<file path="src/rtl/mem_arb_pkg.sv">
// Shared types and constants for the three-port memory arbiter.
package mem_arb_pkg;

    typedef enum logic [1:0] {
        OWN_NONE,
        OWN_HOST,
        OWN_DATA,
        OWN_INSTR
    } owner_t;

    localparam logic [1:0] WE_NONE = 2'b00;
    localparam logic [1:0] WE_WORD = 2'b11;

endpackage

</file>
<file path="src/rtl/starve_ctr.sv">
// Saturating count of consecutive denied fetch cycles; promote lifts fetch above data.
module starve_ctr #(
    parameter int STARVE_LIMIT = 4
) (
    input  logic clk,
    input  logic rst,
    input  logic i_req,
    input  logic i_gnt,
    output logic promote
);

    localparam int CW = (STARVE_LIMIT > 0) ? $clog2(STARVE_LIMIT + 1) : 1;
    localparam logic [CW-1:0] LIMIT = CW'(STARVE_LIMIT);

    logic [CW-1:0] count;

    // NOTE: non-blocking assignments in clocked logic so every flop samples pre-edge values.
    always_ff @(posedge clk) begin
        if (rst) begin
            count <= '0;
        end else if (!i_req || i_gnt) begin
            count <= '0;
        end else if (count != LIMIT) begin
            count <= count + 1'b1;
        end
    end

    // A limit of zero keeps count pinned at zero, so promotion never fires.
    assign promote = (STARVE_LIMIT != 0) && (count == LIMIT);

endmodule

</file>
<file path="src/rtl/mem_port_arbiter.sv">
// Arbitrates host, data and fetch ports onto one single-port synchronous RAM.
// Fixed priority H > D > I, with fetch promoted above data once it has starved.
module mem_port_arbiter
    import mem_arb_pkg::*;
#(
    parameter int STARVE_LIMIT = 4,
    parameter int AW           = 16,
    parameter int DW           = 16
) (
    input  logic          clk,
    input  logic          rst,

    input  logic          h_req,
    input  logic [AW-1:0] h_addr,
    input  logic [1:0]    h_we,
    input  logic [DW-1:0] h_wdata,
    output logic          h_gnt,
    output logic          h_rvalid,

    input  logic          d_req,
    input  logic [AW-1:0] d_addr,
    input  logic [1:0]    d_we,
    input  logic [DW-1:0] d_wdata,
    output logic          d_gnt,
    output logic          d_rvalid,

    input  logic          i_req,
    input  logic [AW-1:0] i_addr,
    output logic          i_gnt,
    output logic          i_rvalid,

    output logic [DW-1:0] rdata,

    output logic [AW-1:0] m_addr,
    output logic          m_oe,
    output logic [1:0]    m_we,
    output logic [DW-1:0] m_dout,
    input  logic [DW-1:0] m_din
);

    owner_t winner;
    owner_t tag;
    logic   promote;

    starve_ctr #(
        .STARVE_LIMIT (STARVE_LIMIT)
    ) u_starve_ctr (
        .clk     (clk),
        .rst     (rst),
        .i_req   (i_req),
        .i_gnt   (i_gnt),
        .promote (promote)
    );

    // NOTE: every output gets a default first so no path through the block infers a latch.
    always_comb begin
        winner = OWN_NONE;
        if (!rst) begin
            if (h_req)                winner = OWN_HOST;
            else if (i_req && promote) winner = OWN_INSTR;
            else if (d_req)           winner = OWN_DATA;
            else if (i_req)           winner = OWN_INSTR;
        end
    end

    always_comb begin
        m_addr = '0;
        m_we   = WE_NONE;
        m_dout = '0;
        case (winner)
            OWN_HOST: begin
                m_addr = h_addr;
                m_we   = h_we;
                m_dout = h_wdata;
            end
            OWN_DATA: begin
                m_addr = d_addr;
                m_we   = d_we;
                m_dout = d_wdata;
            end
            OWN_INSTR: begin
                m_addr = i_addr;
            end
            default: ;
        endcase
    end

    assign m_oe  = (winner != OWN_NONE) && (m_we == WE_NONE);
    assign h_gnt = (winner == OWN_HOST);
    assign d_gnt = (winner == OWN_DATA);
    assign i_gnt = (winner == OWN_INSTR);

    // Only read grants are tagged; writes return nothing.
    always_ff @(posedge clk) begin
        if (rst) tag <= OWN_NONE;
        else     tag <= m_oe ? winner : OWN_NONE;
    end

    // Gating with rst drops a read that was granted just before reset asserted.
    assign h_rvalid = !rst && (tag == OWN_HOST);
    assign d_rvalid = !rst && (tag == OWN_DATA);
    assign i_rvalid = !rst && (tag == OWN_INSTR);
    assign rdata    = m_din;

endmodule

</file>
<file path="config.mk">
export PLATFORM = sky130hd
export DESIGN_NAME = mem_port_arbiter
export DESIGN_NICKNAME = d
export VERILOG_FILES = /design/src/rtl/mem_arb_pkg.sv /design/src/rtl/starve_ctr.sv /design/src/rtl/mem_port_arbiter.sv
export SDC_FILE = /design/constraint.sdc
export NUM_CORES = 1
export LEC_CHECK = 0
export ABC_CLOCK_PERIOD_IN_PS = 5150
export CORE_UTILIZATION = 24
export DETAILED_ROUTE_END_ITERATION = 16
export PLACE_DENSITY_LB_ADDON = 0.08
export REMOVE_ABC_BUFFERS = 1
export SYNTH_ARGS = -nofsm -noshare
export SYNTH_HDL_FRONTEND = slang
export SYNTH_SLANG_ARGS = --single-unit
</file>
<file path="constraint.sdc">
create_clock -name clk -period 5.15 [get_ports clk]
set_input_delay 1.2875 -clock clk [delete_from_list [all_inputs] [get_ports clk]]
set_output_delay 1.2875 -clock clk [all_outputs]
set_load 0.02 [all_outputs]
</file>
==> summary.md <==
The number of filler instances in the final layout came out at 320. Worst hold slack across all endpoints: 0.486 ns. The highest ir drop seen on vdd is 0.0000519 V. The setup check on the worst reg-to-reg path leaves a slack of 2.84 ns.

The mux contribution to synthesized area works out to 0%. The layout overhead on the synthesized area came out at 135%. Summing the areas of all xor and xnor instances in the mapped netlist gives 0.895% of the synthesized area.

In this run the static leakage power is 0.911 nW. The number of vias per cell after detailed routing works out to 5.21. For the worst flop-to-flop path, the logic depth is 8. Row generation in the floorplan step produced 22 rows. The finished cells cover 2300 µm². The final total power came out at 0.303 mW.

The initial standard-cell utilization of the core came out at 25.9%. The number of library cell types mapped by synthesis is 24, and the number of synthesized register bits is 5. The logs give 0.713 for the final estimated routing congestion in global placement and 0.00244 ns for the final setup skew. Buffers added to address setup during post-CTS repair amount to 0. Clock latency on the worst-skew pair, taken at its later pin, is 0.22 ns. In this run the worst hold path is classified as flip-flop to flip-flop.

The ratio of final minimum period to clock period came out at 98.0%. The library cell used most frequently in the layout, excluding fill and tap cells, is sky130_fd_sc_hd__clkdlybuf4s50_1. Type of the setup path with the least slack: input port to primary output. The tool flagged a number of max-cap violations equal to 0. During synthesis, Yosys emitted a total of 0 warnings. After the first detailed-routing iteration, the DRC count stood at 92. For this block, the routed nets add up to 4980 µm of wire.

The count of nets left with antenna violations once routing finished came out at 0. The tools report the residual DRC count as 0. In the final layout, flip-flops and latches occupy 100 µm². The endpoint identified for the worst register-to-register timing path is u_starve_ctr.count[2]. For this run, the top clock speed supported by timing is 198 MHz. The TritonCTS sink count is 5. The tools report the number of hold violations in the final report as 0.

The power density normalized to cell area was 132 nW/µm²; the post-layout utilization of the core was 60.9%. The tools report the critical path startpoint category as an input port. The tools report the end point of the critical path as m_addr[2].

Setup total negative slack on the finished layout was measured at 0 ns. The die covers 4340 µm². At the worst endpoint, the required time is 3.86 ns. The number of antenna violations at the first check in global routing was 0; the synthesized-area fraction occupied by and/or/nand/nor cells was 27.7%.

The final number of max-transition violations is 0, and the area of the core is 3770 µm². Setup slack on the critical path of the routed design comes to 0.102 ns. TritonCTS built the clock tree.

The largest net degree at the start of global routing is 23. The post-place instance area was 2230 µm². The tree is rooted in a sky130_fd_sc_hd__clkbuf_8. The setup violation total in the final timing report came out at 0. The source of the worst register-to-register timing path was u_starve_ctr.count[0]. The multi-input combinational cells in the finished layout cover a total of 688 µm².

The top cell types in the final layout, fill and taps aside, are sky130_fd_sc_hd__clkdlybuf4s50_1, sky130_fd_sc_hd__nor2_1, sky130_fd_sc_hd__a22oi_1, sky130_fd_sc_hd__nor2b_1, sky130_fd_sc_hd__a222oi_1. For the number of buffers between clock root and the deepest sink, the log shows 2. The number of inserted diodes is 0, and the first-pass GRT wire length is 7250 µm.

In the final routed layout, each cell accounts on average for 16.8 µm. 162 I/O pins were placed. Setup repair after global routing left no endpoint under its margin. The cell count after synthesis came out at 135. A synthesized cell averages 7.25 µm².

The arithmetic-cell share of the synthesized area counting full adders, half adders and majority gates was 8.95%; the final critical path time including I/O delays and setup was 5.05 ns. Detailed placement finished with a half-perimeter wire length of 4080 µm. The worst-case headroom to the max-slew limit came out at 61.2%. Before CTS, the worst setup slack after placement is -0.0464 ns. The mapped netlist covers 978 µm². The peak fanout along the critical path works out to 22. The H-tree depth reported by CTS was 1. For the number of detailed-route iterations in the first pass, the log shows 5. The origin of the worst setup path was i_req. The tools report the kind of capture point of the worst setup path as a primary output. For this block, the via count after detailed routing is 1542. Leaving out filler cells and counting taps, the final layout contains 296.

Cell total after placement: 292. The post-synthesis compound-gate area fraction is 32.2%. At the pin with the least slew margin, the transition time is 0.581 ns.

Port buffering added 129 buffers. The floorplan step set the die height to 65.9 µm. After synthesis, the largest family of logic cells by area is compound AO/OA/AOI/OAI gates. The total overflow left after global routing is 0. After clock tree synthesis, the clock-pin slew on the worst setup and hold paths is 0.04 ns. The portion of the post-synthesis area used by sequential elements is 10.2%, and the number of nets in the finished design is 361. Global routing used 22.1% of the available tracks across all layers.

For the number of buffers created by CTS, the log shows 3. The via count of the first global-routing pass was 1572; the horizontal extent of the die was 65.9 µm. Of the cells placed in the final design, the portion with a size suffix greater than 1 is 6.85%. The run finished with clean final reports.

After clock tree synthesis, the flow added hold-fix buffers numbering 0. The tools report the critical path data arrival time as 3.76 ns.
==> Yosys cell counts <==
cell / count / area, µm²
sky130_fd_sc_hd__buf_6: 1 / 11.3
sky130_fd_sc_hd__nor2b_1: 18 / 113
sky130_fd_sc_hd__dfxtp_1: 5 / 100
sky130_fd_sc_hd__nor2_1: 21 / 78.8
sky130_fd_sc_hd__nor4_1: 1 / 6.26
sky130_fd_sc_hd__a222oi_1: 16 / 160
sky130_fd_sc_hd__or3b_2: 1 / 8.76
sky130_fd_sc_hd__o21ai_0: 1 / 5.00
sky130_fd_sc_hd__a21oi_1: 1 / 5.00
sky130_fd_sc_hd__nor3b_1: 2 / 15.0
sky130_fd_sc_hd__ha_1: 7 / 87.6
sky130_fd_sc_hd__buf_4: 16 / 120
sky130_fd_sc_hd__xnor2_1: 1 / 8.76
sky130_fd_sc_hd__a22oi_1: 18 / 135
sky130_fd_sc_hd__nand2_1: 2 / 7.51
sky130_fd_sc_hd__nand2_2: 1 / 6.26
sky130_fd_sc_hd__clkbuf_1: 11 / 41.3
sky130_fd_sc_hd__nor3_1: 2 / 10.0
sky130_fd_sc_hd__inv_1: 5 / 18.8
sky130_fd_sc_hd__a311o_1: 1 / 10.0
sky130_fd_sc_hd__buf_1: 1 / 3.75
sky130_fd_sc_hd__nor4_2: 1 / 12.5
sky130_fd_sc_hd__nand3_1: 1 / 5.00
sky130_fd_sc_hd__and3b_1: 1 / 8.76
==> repair_timing <==
action,4_1_cts,5_1_grt
pin swaps,0,0
gates resized for setup,1,7
endpoints found under the setup margin,16,21
==> registers in the layout, summed over array words and instances (netlist names) <==
name,flops
tag,2
u_starve_ctr.count,3
==> worst max-delay path, stage by stage <==
cell and delay (ns):
sky130_fd_sc_hd__clkdlybuf4s50_1 0.50, sky130_fd_sc_hd__nor2_1 0.06, sky130_fd_sc_hd__a311o_1 0.39, sky130_fd_sc_hd__ha_1 0.28, sky130_fd_sc_hd__buf_4 0.23, sky130_fd_sc_hd__a222oi_1 0.35
sky130_fd_sc_hd__nor2_1 0.07, sky130_fd_sc_hd__clkdlybuf4s50_1 0.56
==> power breakdown <==
part	internal (mW)	switching, mW
clock network	0.0531	0.0190
logic	0.115	0.0736
registers	0.0406	0.00118
total	0.209	0.0938
==> cells by family after synthesis <==
family                     count (synthesis)
AOI/OAI and AO/OA                         37
buffers and inverters                     34
adders and majority gates                  7
xor gates and xnor gates                   1
DFF                                        5
and+or+nand+nor                           51
==> layer usage <==
metal | wire [µm] | GRT usage, %
met1 | 1900 | 24.6
met2 | 2340 | 35.2
met3 | 600 | 11.0
met4 | 91 | 7.34
met5 | 45 | 9.72
==> layout make-up <==
cell class	instances	area share (%)
Clock buffer	4	1.96
Inverter	5	0.817
Multi-Input combinational cell	96	30.0
Sequential cell	5	4.36
Tap cell	48	2.62
Timing Repair Buffer	138	60.3
==> how the worst min path moves through the flow <==
stage | from | endpoint | slack, ns | cells after the start
6_report | u_starve_ctr.count[1] | u_starve_ctr.count[1] | 0.49 | 2
5_1_grt | u_starve_ctr.count[1] | u_starve_ctr.count[1] | 0.51 | 2
4_1_cts | u_starve_ctr.count[1] | u_starve_ctr.count[1] | 0.49 | 2
3_5_place_dp | u_starve_ctr.count[1] | u_starve_ctr.count[1] | 0.49 | 2
3_3_place_gp | u_starve_ctr.count[1] | u_starve_ctr.count[1] | 0.47 | 2
2_1_floorplan | u_starve_ctr.count[1] | u_starve_ctr.count[1] | 0.46 | 2
No activity file was read; power rests on OpenSTA's default activity.
==> patch 1: new RTL, same settings <==
The parameter `DW` goes from 16 to 18.
--- a/src/rtl/mem_port_arbiter.sv
+++ b/src/rtl/mem_port_arbiter.sv
@@ -6,5 +6,5 @@
     parameter int STARVE_LIMIT = 4,
     parameter int AW           = 16,
-    parameter int DW           = 16
+    parameter int DW           = 18
 ) (
     input  logic          clk,
Ports: changed (5 resized); port bits go from 162 to 172. The function was not compared with the original's and may differ.
==> patch 1 against the unedited design <==
Combinational power rose by 5%. Critical endpoint is now m_addr[15]. Utilization fell by 0.97 points. Largest cell class unchanged. Design area rose by 5.9%. Area after synthesis rose by 5.0%. Power rose by 4.2%. Sequential cell count did not move. Wire length fell by 3.6%. Worst setup slack improved by 0.074 ns.
==> patch 1: results (changes against the unedited design) <==
.. list-table::
   :header-rows: 1

   * - Metric
     - Value
   * - HPWL reported at the end of detailed placement
     - 3.94 mm (was 4.08 mm)
   * - Buffer count from post-CTS setup fixing
     - 0 (unchanged)
   * - Sequential-to-total area share from yosys stat
     - 9.74% (was 10.2%)
   * - Met3 WL post-DR
     - 684 um (was 600 um)
   * - Post-layout net count
     - 382 (was 361)
   * - Count of non-filler cells in the finished layout
     - 313 (was 296)
   * - Met1 WL
     - 1.73 mm (was 1.90 mm)
   * - Total routing usage reported by global routing
     - 20.2% (was 22.1%)
   * - Most frequent cells after synthesis
     - nor2_1, a22oi_1, nor2b_1, buf_4, a222oi_1 (was nor2_1, a22oi_1, nor2b_1, a222oi_1, buf_4)
   * - Metal2 WL
     - 2.23 mm (was 2.34 mm)
   * - Number of unique standard cell types used by synthesis
     - 25 (was 24)
   * - Via count of the first global-routing pass
     - 1455 (was 1572)
   * - Share of post-route cells with drive strength above 1
     - 7.60% (was 6.85%)
   * - YS warnings
     - 0 (unchanged)
   * - Starting DRT DRC Count
     - 76 (was 92)
   * - Routability congestion estimate from global placement
     - 0.733 (was 0.713)
   * - Pin count of the biggest net entering global routing
     - 19 (was 23)
   * - Final routed wirelength across all metal layers
     - 4.80 mm (was 4.98 mm)
   * - Number of instances resized during post-cts repair
     - 0 (was 1)
   * - Relative max-transition margin
     - 58.8% (was 61.2%)
   * - Area after detailed placement
     - 2390 um2 (was 2230 um2)
   * - Worst supply voltage drop on vdd
     - 0.0602 mV (was 0.0519 mV)
   * - Worst Skew
     - 0.00262 ns (was 0.00244 ns)
   * - LEAKAGE
     - 0.888 nW (was 0.911 nW)
   * - Root buffer cell
     - clkbuf_8 (unchanged)
   * - Vias per Instance
     - 4.86 (was 5.21)
   * - Critical-path maximum fanout
     - 13 (was 22)
   * - Result of the run
     - completed (unchanged)
==> patch 1: cell types whose count changed in the layout (fill, tap and decap cells not counted), sizes merged <==
cell	change
clkdlybuf4s50	+11
nor2b	+2
buf	+5
dlymetal6s2s	-5
a22oi	+2
==> patch 1: worst max-delay path, cell delays in order <==
cell and delay (ns):
clkdlybuf4s50_1 0.49, nor2_1 0.05, a311o_1 0.35, ha_1 0.34, buf_12 0.20, a222oi_1 0.33
nor2_1 0.07, clkdlybuf4s50_1 0.57
==> patch 1: power by group <==
group / switching, mW / internal (mW)
clock: 0.0215 / 0.0533
combinational: 0.0752 / 0.124
sequential: 0.00116 / 0.0406
==> patch 1: layout make-up <==
| class | instances | area (um2) | share of cell area (%) |
|---|---|---|---|
| well taps | 50 | 62.6 | 2.57 |
| multi-input cells | 100 | 711 | 29.2 |
| flip-flops and latches | 5 | 100 | 4.12 |
| repair buffers | 149 | 1490 | 61.5 |
| inverters | 5 | 18.8 | 0.772 |
| clock buffers | 4 | 45.0 | 1.85 |
==> patch 1: per-layer routing <==
layer,up-vias,global-route usage [%]
met4,2,8.51
met2,91,31.0
met3,11,11.7
met5,-,10.0
met1,662,21.8
li1,755,-
==> patch 1: cells by family (layout without fill, tap and decap cells) <==
family	count (synthesis)	in the layout	synth area share [%]
simple gates	53	53	27.6
compound gates	39	39	32.2
buf+inv	37	158	21.1
fa+ha+maj	7	7	8.53
flops	5	5	9.74
xor+xnor	1	1	0.853
==> patch 1: worst paths after layout <==
kind | start | endpoint | slack [ns]
worst max-delay path | h_req | m_addr[15] | 0.18
worst min-delay path | u_starve_ctr.count[1] | u_starve_ctr.count[1] | 0.49
worst max register to register | u_starve_ctr.count[0] | u_starve_ctr.count[2] | 2.94
worst min register to register | u_starve_ctr.count[1] | u_starve_ctr.count[1] | 0.49
==> patch 1: stage by stage <==
| stage | hold slack, ns | power (mW) |
|---|---|---|
| after floorplan | 0.457 | 0.115 |
| after global placement | 0.481 | 0.242 |
| after detailed placement | 0.478 | 0.242 |
| after CTS | 0.484 | 0.320 |
| after global routing | 0.512 | 0.335 |
| final | 0.486 | 0.316 |
==> patch 2: new RTL, config.mk and constraints unchanged <==
Without the edit above. Encoding of `owner_t`: now one-hot (4 bits for 4 values).
--- a/src/rtl/mem_arb_pkg.sv
+++ b/src/rtl/mem_arb_pkg.sv
@@ -2,9 +2,9 @@
 package mem_arb_pkg;
 
-    typedef enum logic [1:0] {
-        OWN_NONE,
-        OWN_HOST,
-        OWN_DATA,
-        OWN_INSTR
+    typedef enum logic [3:0] {
+        OWN_NONE  = 4'b0001,
+        OWN_HOST  = 4'b0010,
+        OWN_DATA  = 4'b0100,
+        OWN_INSTR = 4'b1000
     } owner_t;
 
Behaviour: same outputs for any inputs over 10 cycles, from zero or initial values; not proved beyond that.
==> patch 2 against the unedited design <==
Non-clock buffer count shrank 7. Synthesized cell count shrank 14%. Wire length shrank 9.1%. Worst setup slack gained 0.40 ns. Maximum frequency grew 8.7%. Count of clock-buffer cells in the layout is the same. Largest cell class unchanged. Critical endpoint is now m_addr[5]. Sequential cell count grew 2. Clock power grew 5.8%. Largest power group unchanged. Power grew 0.78%. Design area shrank 3.8%. Area after synthesis grew 1.5%. First-iteration DRC count shrank 54%.
==> patch 2: results (changes against the unedited design) <==
.. list-table::
   :header-rows: 1

   * - Metric
     - Value
   * - Pin count of the biggest net entering global routing
     - 37 (was 23)
   * - Fillers
     - 348 (was 320)
   * - Routability congestion estimate from global placement
     - 0.668 (was 0.713)
   * - Via count of the first global-routing pass
     - 1391 (was 1572)
   * - Total routing usage reported by global routing
     - 20.0% (was 22.1%)
   * - Number of instances resized during post-cts repair
     - 0 (was 1)
   * - Seq area share
     - 6.34% (was 4.36%)
   * - Arrival time of the worst setup path
     - 3.36 ns (was 3.76 ns)
   * - HPWL reported at the end of detailed placement
     - 3.74 mm (was 4.08 mm)
   * - Non-clock inverter count
     - 3 (was 5)
   * - Net Sw Frac
     - 28.2% (was 31.0%)
   * - Worst supply voltage drop on vdd
     - 0.0821 mV (was 0.0519 mV)
   * - Largest cells by area after synthesis
     - a221o_1, a22o_1, dfxtp_1 (was a222oi_1, a22oi_1, buf_4)
   * - Dpl ws
     - 0.503 ns (was -0.0464 ns)
   * - Sequential-to-total area share from yosys stat
     - 14.1% (was 10.2%)
   * - Count of plain and timing-repair buffers in the layout
     - 131 (was 138)
   * - Num Clock Sinks
     - 7 (was 5)
   * - Clock-cell share of area
     - 2.04% (was 1.96%)
   * - Vias per Instance
     - 4.94 (was 5.21)
   * - Final routed wirelength across all metal layers
     - 4.53 mm (was 4.98 mm)
   * - Clock network power
     - 76.3 uW (was 72.1 uW)
   * - Total instance count after detailed placement
     - 274 (was 292)
   * - Post-route cell area
     - 2210 um2 (was 2300 um2)
   * - Starting DRT DRC Count
     - 42 (was 92)
   * - Most frequent cells after synthesis
     - a22o_1, and2_1, buf_4, a221o_1, dfxtp_1 (was nor2_1, a22oi_1, nor2b_1, a222oi_1, buf_4)
   * - Post-layout net count
     - 336 (was 361)
   * - Die width
     - 66.3 um (was 65.9 um)
   * - Result of the run
     - completed (unchanged)
   * - Share of post-route cells with drive strength above 1
     - 3.95% (was 6.85%)
## patch 2: cell count changes in the layout (fill, tap and decap cells not counted), moves of 6 or more
cell / unedited run / this run
a221o_1: 0 / 16
a222oi_1: 16 / 0
a22o_1: 0 / 18
a22oi_1: 18 / 0
and2_1: 0 / 17
buf_4: 8 / 2
nor2_1: 21 / 4
nor2b_1: 18 / 1
## patch 2: worst max-delay path by stage
| stage | slack [ns] | startpoint | endpoint | cells after the start |
|---|---|---|---|---|
| after CTS | 0.50 | h_req | m_addr[1] | 6 |
| after floorplan | 1.25 | i_req | m_addr[0] | 3 |
| final | 0.50 | h_req | m_addr[5] | 6 |
| after global routing | 0.40 | h_req | m_addr[12] | 6 |
| after detailed placement | 0.50 | h_req | m_addr[1] | 6 |
| after global placement | 0.52 | h_req | m_addr[13] | 6 |
## patch 2: per-layer routing
metal	routed length, um	GRT usage, %
met5	0	0
met3	445	8.79
met4	51	4.26
met2	2380	33.7
met1	1660	23.2
